### src/rtl/traceback_unit.sv
// Needleman-Wunsch traceback: walks the score matrix from (len_a,len_b) back to (0,0)
// and emits one alignment op per step, re-deriving each move from neighbours and chars.
module traceback_unit #(
    parameter int              N        = 128,
    parameter int              BitAddr  = $clog2(N),
    parameter int              CHAR_W   = 2,
    parameter logic signed [8:0] MATCH    = 9'sd1,
    parameter logic signed [8:0] MISMATCH = -9'sd1,
    parameter logic signed [8:0] GAP      = -9'sd1
) (
    input  logic                clk,
    input  logic                rst,
    input  logic                start,
    input  logic [BitAddr:0]    len_a,
    input  logic [BitAddr:0]    len_b,
    input  logic signed [8:0]   score_in,
    output logic                en_ins_read,
    output logic                we,
    output logic [BitAddr:0]    i,
    output logic [BitAddr:0]    j,
    input  logic signed [8:0]   diag,
    input  logic signed [8:0]   up,
    input  logic signed [8:0]   left,
    output logic [BitAddr:0]    addr_a,
    output logic [BitAddr:0]    addr_b,
    input  logic [CHAR_W-1:0]   char_a,
    input  logic [CHAR_W-1:0]   char_b,
    output logic [1:0]          op,
    output logic                op_valid,
    input  logic                op_ready,
    output logic                busy,
    output logic                done,
    output logic                err
);
    localparam int              IW      = BitAddr + 1;
    localparam logic [IW-1:0]   ONE     = IW'(1);
    localparam logic [1:0]      OP_DM   = 2'b00;
    localparam logic [1:0]      OP_DX   = 2'b01;
    localparam logic [1:0]      OP_UP   = 2'b10;
    localparam logic [1:0]      OP_LEFT = 2'b11;

    typedef enum logic [2:0] {IDLE, REQ, CAPT, EMIT, DONE} state_t;

    state_t            state;
    logic signed [8:0] cur;
    logic signed [8:0] next_cur;

    logic [IW-1:0]     step_i, step_j, tgt_i, tgt_j;
    logic signed [8:0] tgt_cur, edge_cur, s;
    logic [9:0]        cur_x, sum_d, sum_u, sum_l;
    logic              chars_eq, advance;
    logic [1:0]        diag_op;

    assign we = 1'b0;

    // Target cell/score for the next step: the start cell from IDLE, or the
    // neighbour selected by the op being accepted in EMIT.
    always_comb begin
        step_i = i;
        step_j = j;
        case (op)
            OP_DM, OP_DX: begin step_i = i - ONE; step_j = j - ONE; end
            OP_UP:        step_i = i - ONE;
            default:      step_j = j - ONE;
        endcase
        tgt_i    = (state == IDLE) ? len_a : step_i;
        tgt_j    = (state == IDLE) ? len_b : step_j;
        tgt_cur  = (state == IDLE) ? score_in : next_cur;
        edge_cur = tgt_cur - GAP;
        chars_eq = (char_a == char_b);
        s        = chars_eq ? MATCH : MISMATCH;
        diag_op  = chars_eq ? OP_DM : OP_DX;
        cur_x    = {cur[8], cur};
        sum_d    = {diag[8], diag} + {s[8], s};
        sum_u    = {up[8], up} + {GAP[8], GAP};
        sum_l    = {left[8], left} + {GAP[8], GAP};
        advance  = ((state == IDLE) && start) || ((state == EMIT) && op_ready);
    end

    always_ff @(posedge clk) begin
        if (rst) begin
            state       <= IDLE;
            cur         <= '0;
            next_cur    <= '0;
            i           <= '0;
            j           <= '0;
            addr_a      <= '0;
            addr_b      <= '0;
            op          <= '0;
            op_valid    <= 1'b0;
            en_ins_read <= 1'b0;
            busy        <= 1'b0;
            done        <= 1'b0;
            err         <= 1'b0;
        end else if (advance) begin
            i   <= tgt_i;
            j   <= tgt_j;
            cur <= tgt_cur;
            if (state == IDLE) begin
                err  <= 1'b0;
                busy <= 1'b1;
            end
            if (tgt_i == '0 && tgt_j == '0) begin
                state    <= DONE;
                done     <= 1'b1;
                busy     <= 1'b0;
                op_valid <= 1'b0;
            end else if (tgt_i != '0 && tgt_j != '0) begin
                state       <= REQ;
                en_ins_read <= 1'b1;
                addr_a      <= tgt_i - ONE;
                addr_b      <= tgt_j - ONE;
                op_valid    <= 1'b0;
            end else begin
                // Matrix edge: the move is forced, so skip the RAM entirely.
                state    <= EMIT;
                op       <= (tgt_i == '0) ? OP_LEFT : OP_UP;
                op_valid <= 1'b1;
                next_cur <= edge_cur;
            end
        end else begin
            case (state)
                REQ: begin
                    en_ins_read <= 1'b0;
                    state       <= CAPT;
                end
                CAPT: begin
                    state    <= EMIT;
                    op_valid <= 1'b1;
                    if (sum_d == cur_x) begin
                        op       <= diag_op;
                        next_cur <= diag;
                    end else if (sum_u == cur_x) begin
                        op       <= OP_UP;
                        next_cur <= up;
                    end else if (sum_l == cur_x) begin
                        op       <= OP_LEFT;
                        next_cur <= left;
                    end else begin
                        err      <= 1'b1;
                        op       <= diag_op;
                        next_cur <= diag;
                    end
                end
                DONE: begin
                    done  <= 1'b0;
                    state <= IDLE;
                end
                default: ;
            endcase
        end
    end
endmodule

### config.mk
export PLATFORM = sky130hd
export DESIGN_NAME = traceback_unit
export DESIGN_NICKNAME = d
export VERILOG_FILES = /design/src/rtl/traceback_unit.sv
export SDC_FILE = /design/constraint.sdc
export NUM_CORES = 1
export LEC_CHECK = 0
export BUFFER_PORTS_ARGS = -buffer_cell sky130_fd_sc_hd__buf_2
export CORE_ASPECT_RATIO = 2
export CORE_MARGIN = 1.5
export CORE_UTILIZATION = 52
export CTS_BUF_LIST = sky130_fd_sc_hd__clkbuf_8
export DETAILED_ROUTE_END_ITERATION = 8
export GPL_ROUTABILITY_DRIVEN = 0
export GPL_TIMING_DRIVEN = 0
export MAX_ROUTING_LAYER = met4
export PLACE_DENSITY = 0.9
export SETUP_SLACK_MARGIN = 0.1
export SYNTH_ARGS = -nofsm -noshare
export SYNTH_HDL_FRONTEND = slang
export SYNTH_SLANG_ARGS = --single-unit
### constraint.sdc
create_clock -name clk -period 3.05 [get_ports clk]
set_input_delay 0.1525 -clock clk [delete_from_list [all_inputs] [get_ports clk]]
set_output_delay 0.1525 -clock clk [all_outputs]
set_load 0.01 [all_outputs]
After elaboration in Yosys (flattened, before gate mapping)
Index checks and enable logic that the tools add are counted.

Word-level logic and storage cells: 108. Output and inout port bits: 40. Flip-flop bits (word level): 60.

Equality and inequality tests: 18. Add/sub/neg operators: 8. Reductions and logical operators: 23. Bitwise gates (word level): 1. Multiplexer cells: 45.

Operator list (count): $mux W9 (9); $mux W8 (4); $sub A8 B1 Y8 const B (4); $eq A10 B10 Y1 (3); $mux W1 (21); $add A9 B1 Y10 const B (2); $logic_not A8 Y1 (2); $mux W2 (8); $reduce_bool A8 Y1 (2); $add A9 B9 Y10 (1); $ne A2 B2 Y1 const B (5); $pmux W3 S3 (1); $reduce_and A3 Y1 (3); $sub A9 B1 Y9 const B (1); $reduce_bool A2 Y1 (4); $eq A3 B2 Y1 const B (2); $mux W3 (2); $ne A2 B1 Y1 const B (3); $reduce_and A5 Y1 (1); $logic_and A1 B1 Y1 (4); $reduce_and A2 Y1 (2); $reduce_bool A4 Y1 (1); $eq A3 B1 Y1 const B (1); $eq A3 B3 Y1 const B (1); 8 further kinds (8).

Logic depth before layout (Yosys ltp)
Word-level depth: 9. Mapped depth: 16. Mapped depth without buffers: 16.

Worst setup path before layout
Ideal clock, no wire load.

Kind: flip-flop to flip-flop. From: reg i[0]. To: reg next_cur[4]. Path slack: -0.398 ns. Required time: 2.918 ns. Data arrival time: 3.315 ns. Period minus slack after synthesis: 3.448 ns. Buffers on the path: 1. Stages on the path, launching flop included: 16. Path through: dfxtp_1 -> inv_1 -> ha_1 -> a21bo_2 -> or3b_2 -> xor2_1 -> o21ai_0 -> nor2b_1 -> and3_1 -> ha_1 -> or3_1 -> nand2b_1 -> clkbuf_1 -> o21ai_0 -> a22oi_1 -> a21oi_1.

Word-level cells in the longest chain between the ends: 7. Elaborated cells between the ends (all ways): 10. Those cells by class: add/sub (1); eq/ne (2); mux (2); reduce/logical (5).

Ends and longest elaborated chain: from (decl) (line 19) `output logic [BitAddr:0] i,`; from (signal assigned) (line 96) `i <= tgt_i;`; $sub A8 B1 Y8 (line 62, 63); $mux W8 (*); $mux W8 (*) (line 66) `tgt_i = (state == IDLE) ? len_a : step_i;`; $reduce_bool A8 Y1 / $logic_not A8 Y1 (equally long branches) (line 108, 103); $logic_and A1 B1 Y1 (on tied branches) (line 108, 103); $ne A2 B2 Y1 (no line); $reduce_and A3 Y1 (no line) (*); to (signal assigned) (line 119) `next_cur <= edge_cur;`; to (signal assigned) (line 132) `next_cur <= diag;`; to (signal assigned) (line 135) `next_cur <= up;`; to (decl) (line 46) `logic signed [8:0] next_cur;`.

Every way passes the cells marked *; elsewhere a longest branch is shown, timed or not. A chain may end at the register's enable or synchronous reset.

Worst setup path in the final report
From: reg op[1]. To: reg next_cur[2].

Word-level cells in the longest chain between the ends: 8. Elaborated cells between the ends (all ways): 17. Those cells by class: eq/ne (4); mux (4); reduce/logical (9).

Ends and longest elaborated chain: from (decl) (line 28) `output logic [1:0] op,`; from (signal assigned) (line 117) `op <= (tgt_i == '0) ? OP_LEFT : OP_UP;`; from (signal assigned) (line 131) `op <= diag_op;`; from (signal assigned) (line 141) `op <= diag_op;`; $eq A2 B2 Y1 (tied with other cells) (line 61) `case (op)`; $reduce_or A3 Y1 (no line); $mux W8; $mux W8 (line 66); $reduce_bool A8 Y1 / $logic_not A8 Y1 (equally long branches) (line 108, 103); $logic_and A1 B1 Y1 (on tied branches) (line 108, 103); $ne A2 B2 Y1 (no line); $reduce_and A3 Y1 (no line) (*).

Marks and branches as above.

==> flow_summary_export.csv <==
group,metric,value,unit
timing,setup_tns,-7540,ps
yosys,synth_top_family_by_area,"simple AND/OR/NAND/NOR gates",
global_route,met1_usage,36.6,%
yosys,synth_seq_cells,60,
cells_and_area,antenna_cells,0,
timing,skew,12.4,ps
yosys,ys_warn_count,0,
timing,whs,105,ps
hold_path,hp-class,"input pin to flop",
power,p_int,1.98,mW
clock_tree,clock_latency,370,ps
route,firstDrtPassIters,5,
yosys,synth_xor_area_share,10.6,%
setup_path,crit_arrival,3850,ps
route,wl_per_cell,24.4,um
power,combPwrFrac,47.8,%
power,sw_frac_of_total,42.2,%
cells_and_area,drive_gt1_share,32.9,%
run,max_cap_violations,0,
setup_path,end_kind,"flop",
yosys,synthSimpleGateAreaFrac,25.6,%
timing,fin_crit_sh,117,%
route,drtIter0Drc,719,
clock_tree,cts.path.max_buffers,2,
yosys,yosys-mux-area-fraction,3.56,%
route,drc,0,
clock_tree,path_clk_slew,80,ps
yosys,synthArstFlopShare,0,%
clock_tree,h-tree-depth,3,
yosys,syn_avg_cell_area,7.79,um2
floorplanning,start_util,53.9,%
run_status,status,"finished, violations left",
global_route,grt_overflow,0,
setup_path,crit_required,3340,ps
power,ir_drop,0.000449,V
clock_tree,cts_tree,"done",
timing,fin_ws,-509,ps
yosys,synth-adder-area-share,5.82,%
global_route,grt_max_degree,13,
yosys,synth_ff_type,"dfxtp_1",
yosys,synth_compound_area_share,24.7,%
power,pwr-share-seq,29.7,%
timing,rsz0062_at_grt,"yes",
timing,finalSetupViolCount,28,
floorplanning,die_y,140,um
global_route,antenna_found_initial,0,
power,power,3.42,mW
timing,worst_slew_pin_slew,815,ps
route,postRouteAntennaNets,0,
setup_path,path_class,"flop to flop",
clock_tree,root_buffer,"clkbuf_8",
route,vias,6204,
placed_design,dp_slack,-677,ps
timing,final_max_slew_viol_count,0,
floorplanning,io_pins,100,
yosys,syn_area,4850,um2
timing,hold_viol,0,
yosys,synthCells,623,
timing,fmax,281,MHz
power,p_sw,1.44,mW
clock_tree,clkSinkCount,60,
route,vias_per_cell,7.13,
yosys,synth_nets,705,
timing,slew_headroom,45.5,%
floorplanning,fp.coreArea,9010,um2
floorplanning,die-area,9960,um2
floorplanning,die_x,71.3,um
placed_design,place_hpwl,12.8,mm
cells_and_area,post-route-util,71.7,%
cells_and_area,area_delta_synth_final,33.2,%
power,p_per_area,529,nW/um2
global_route,grtUsageMet3,11.2,%
global_route,use_met2,65.1,%
route,drt-total-wl,21.3,mm
cells_and_area,num-nets-final,845,
clock_tree,cts_made_buffers,9,
global_route,busiest_layer,"met2",
yosys,yosysSeqAreaShare,24.7,%
power,leakagePower,2.64,nW
setup_path,crit_fanout,7,
yosys,ys_types,80,
global_route,grt_use_total,39.7,%
floorplanning,rows,49,
global_route,grt_pass1_wl,30.0,mm
run_status,failed_checks,"setup timing",
placed_design,port-buffer-count,95,
yosys,synth_edf_count,0,
timing,period_needed,3560,ps
power,p_clk_share,22.5,%
global_route,grt_pass1_vias,5944,
setup_path,worstSetupStartpointType,"flop",
==> through the flow <==
step           instance area (um2)  instances
2_1_floorplan                 5000        623
3_3_place_gp                  5600        820
3_5_place_dp                  5600        820
4_1_cts                       6250        864
5_1_grt                       6470        870
6_report                      6470        870
==> final cells by class <==
| type | count | area (um2) |
|---|---|---|
| repair buffers | 129 | 747 |
| flip-flops and latches | 60 | 1220 |
| clock inverters | 5 | 50.0 |
| clock buffers | 11 | 151 |
| well taps | 102 | 128 |
| fillers | 610 | 2550 |
| inverters | 19 | 76.3 |
| plain buffers | 35 | 205 |
| multi-input cells | 509 | 3890 |
==> synthesized netlist by cell type, types with 4 or more instances <==
cell / number / area [um2]
inv_1: 19 / 71.3
o31a_1: 4 / 35.0
mux2i_1: 15 / 150
o21ai_0: 22 / 110
nor4_1: 7 / 43.8
nand2b_1: 11 / 68.8
a21o_1: 6 / 45.0
nor3_1: 14 / 70.1
ha_1: 21 / 263
xnor2_1: 37 / 324
nand3_1: 22 / 110
and2_1: 5 / 31.3
o221ai_1: 7 / 61.3
dfxtp_1: 60 / 1200
a21oi_1: 41 / 205
buf_2: 8 / 40.0
clkbuf_1: 20 / 75.1
a31oi_1: 7 / 43.8
nor3b_1: 4 / 30.0
nand4_1: 5 / 31.3
or3_1: 6 / 37.5
a21boi_0: 4 / 30.0
nor2b_1: 6 / 37.5
a211oi_1: 31 / 233
xor2_1: 22 / 193
and3_1: 9 / 56.3
nand2_1: 52 / 195
nor2_1: 76 / 285
o211ai_1: 5 / 37.5
==> flip-flops by register name, summed over array words and instances, names as in the netlist <==
register	flops
op	2
busy	1
addr_a	8
next_cur	9
j	8
en_ins_read	1
op_valid	1
cur	9
err	1
done	1
addr_b	8
i	8
state	3
==> power groups by stage <==
stage / Clock, mW / Sequential, mW / Combinational (mW)
floorplan: 0 / 1.00 / 0.882
global placement: 0 / 0.996 / 1.20
detailed placement: 0 / 1.00 / 1.25
CTS: 0.743 / 0.990 / 1.43
global route: 0.791 / 1.02 / 1.73
finish: 0.769 / 1.02 / 1.63
==> cell families after synthesis <==
kind of cell,after synthesis
and+or+nand+nor,242
AOI/OAI and AO/OA,168
DFF,60
xor gates and xnor gates,59
buffers and inverters,54
adders and majority gates,22
muxes,17
other,1
==> what timing repair did <==
item | 4_1_cts | 5_1_grt
endpoints found under the setup margin | 31 | 29
gates resized for setup | 53 | 35
setup buffers | 28 | 6
pin swaps | 21 | 21
hold buffers | 0 | 0
==> per-layer routing <==
layer | vias up | share of wire (%)
met5 | - | 0
met4 | 0 | 12
met3 | 251 | 10
met2 | 593 | 48
met1 | 2816 | 30
li1 | 2544 | -
==> placed cells by master, fill, tap and decap left out, types with 6 or more instances in the layout <==
cell type  Yosys  final
dfxtp_1       60     55
nand2_1       52     50
buf_2          8     99
o21ai_2        1      7
o21ai_0       22     15
nor3_1        14     10
xnor2_1       37     37
a21oi_1       41     36
ha_1          21     18
nor2_1        76     75
nand2b_1      11     10
and3_1         9      7
clkbuf_1      20     14
clkbuf_8       0     11
nand3_1       22     19
xor2_1        22     20
inv_1         19     16
mux2i_1       15     11
a211oi_1      31     30
buf_4          2     39
a21o_1         6      6
==> worst max-delay path, cell delays in order, from the launching register on <==
cell and delay (ps):
dfxtp_4 380, a2111oi_4 650, xnor2_1 220, o21ai_2 130
nor4_4 320, nor2b_4 210, and3_4 230, inv_2 60
ha_4 170, or3_4 390, nand2b_4 80, buf_8 120
buf_12 130, o221ai_1 170, a21oi_1 200
==> final timing paths <==
| check | startpoint | end | slack (ps) | cells past startpoint |
|---|---|---|---|---|
| min | diag[8] | next_cur[8]$_SDFFE_PP0P_ | 110 | 3 |
| max | op[1]$_SDFFE_PP0P_ | next_cur[2]$_SDFFE_PP0P_ | -510 | 14 |
| max reg2reg | op[1]$_SDFFE_PP0P_ | next_cur[2]$_SDFFE_PP0P_ | -510 | 14 |
| min reg2reg | done$_SDFFE_PP0P_ | done$_SDFFE_PP0P_ | 480 | 2 |
Note: power is estimated with default switching activity, not from simulation.
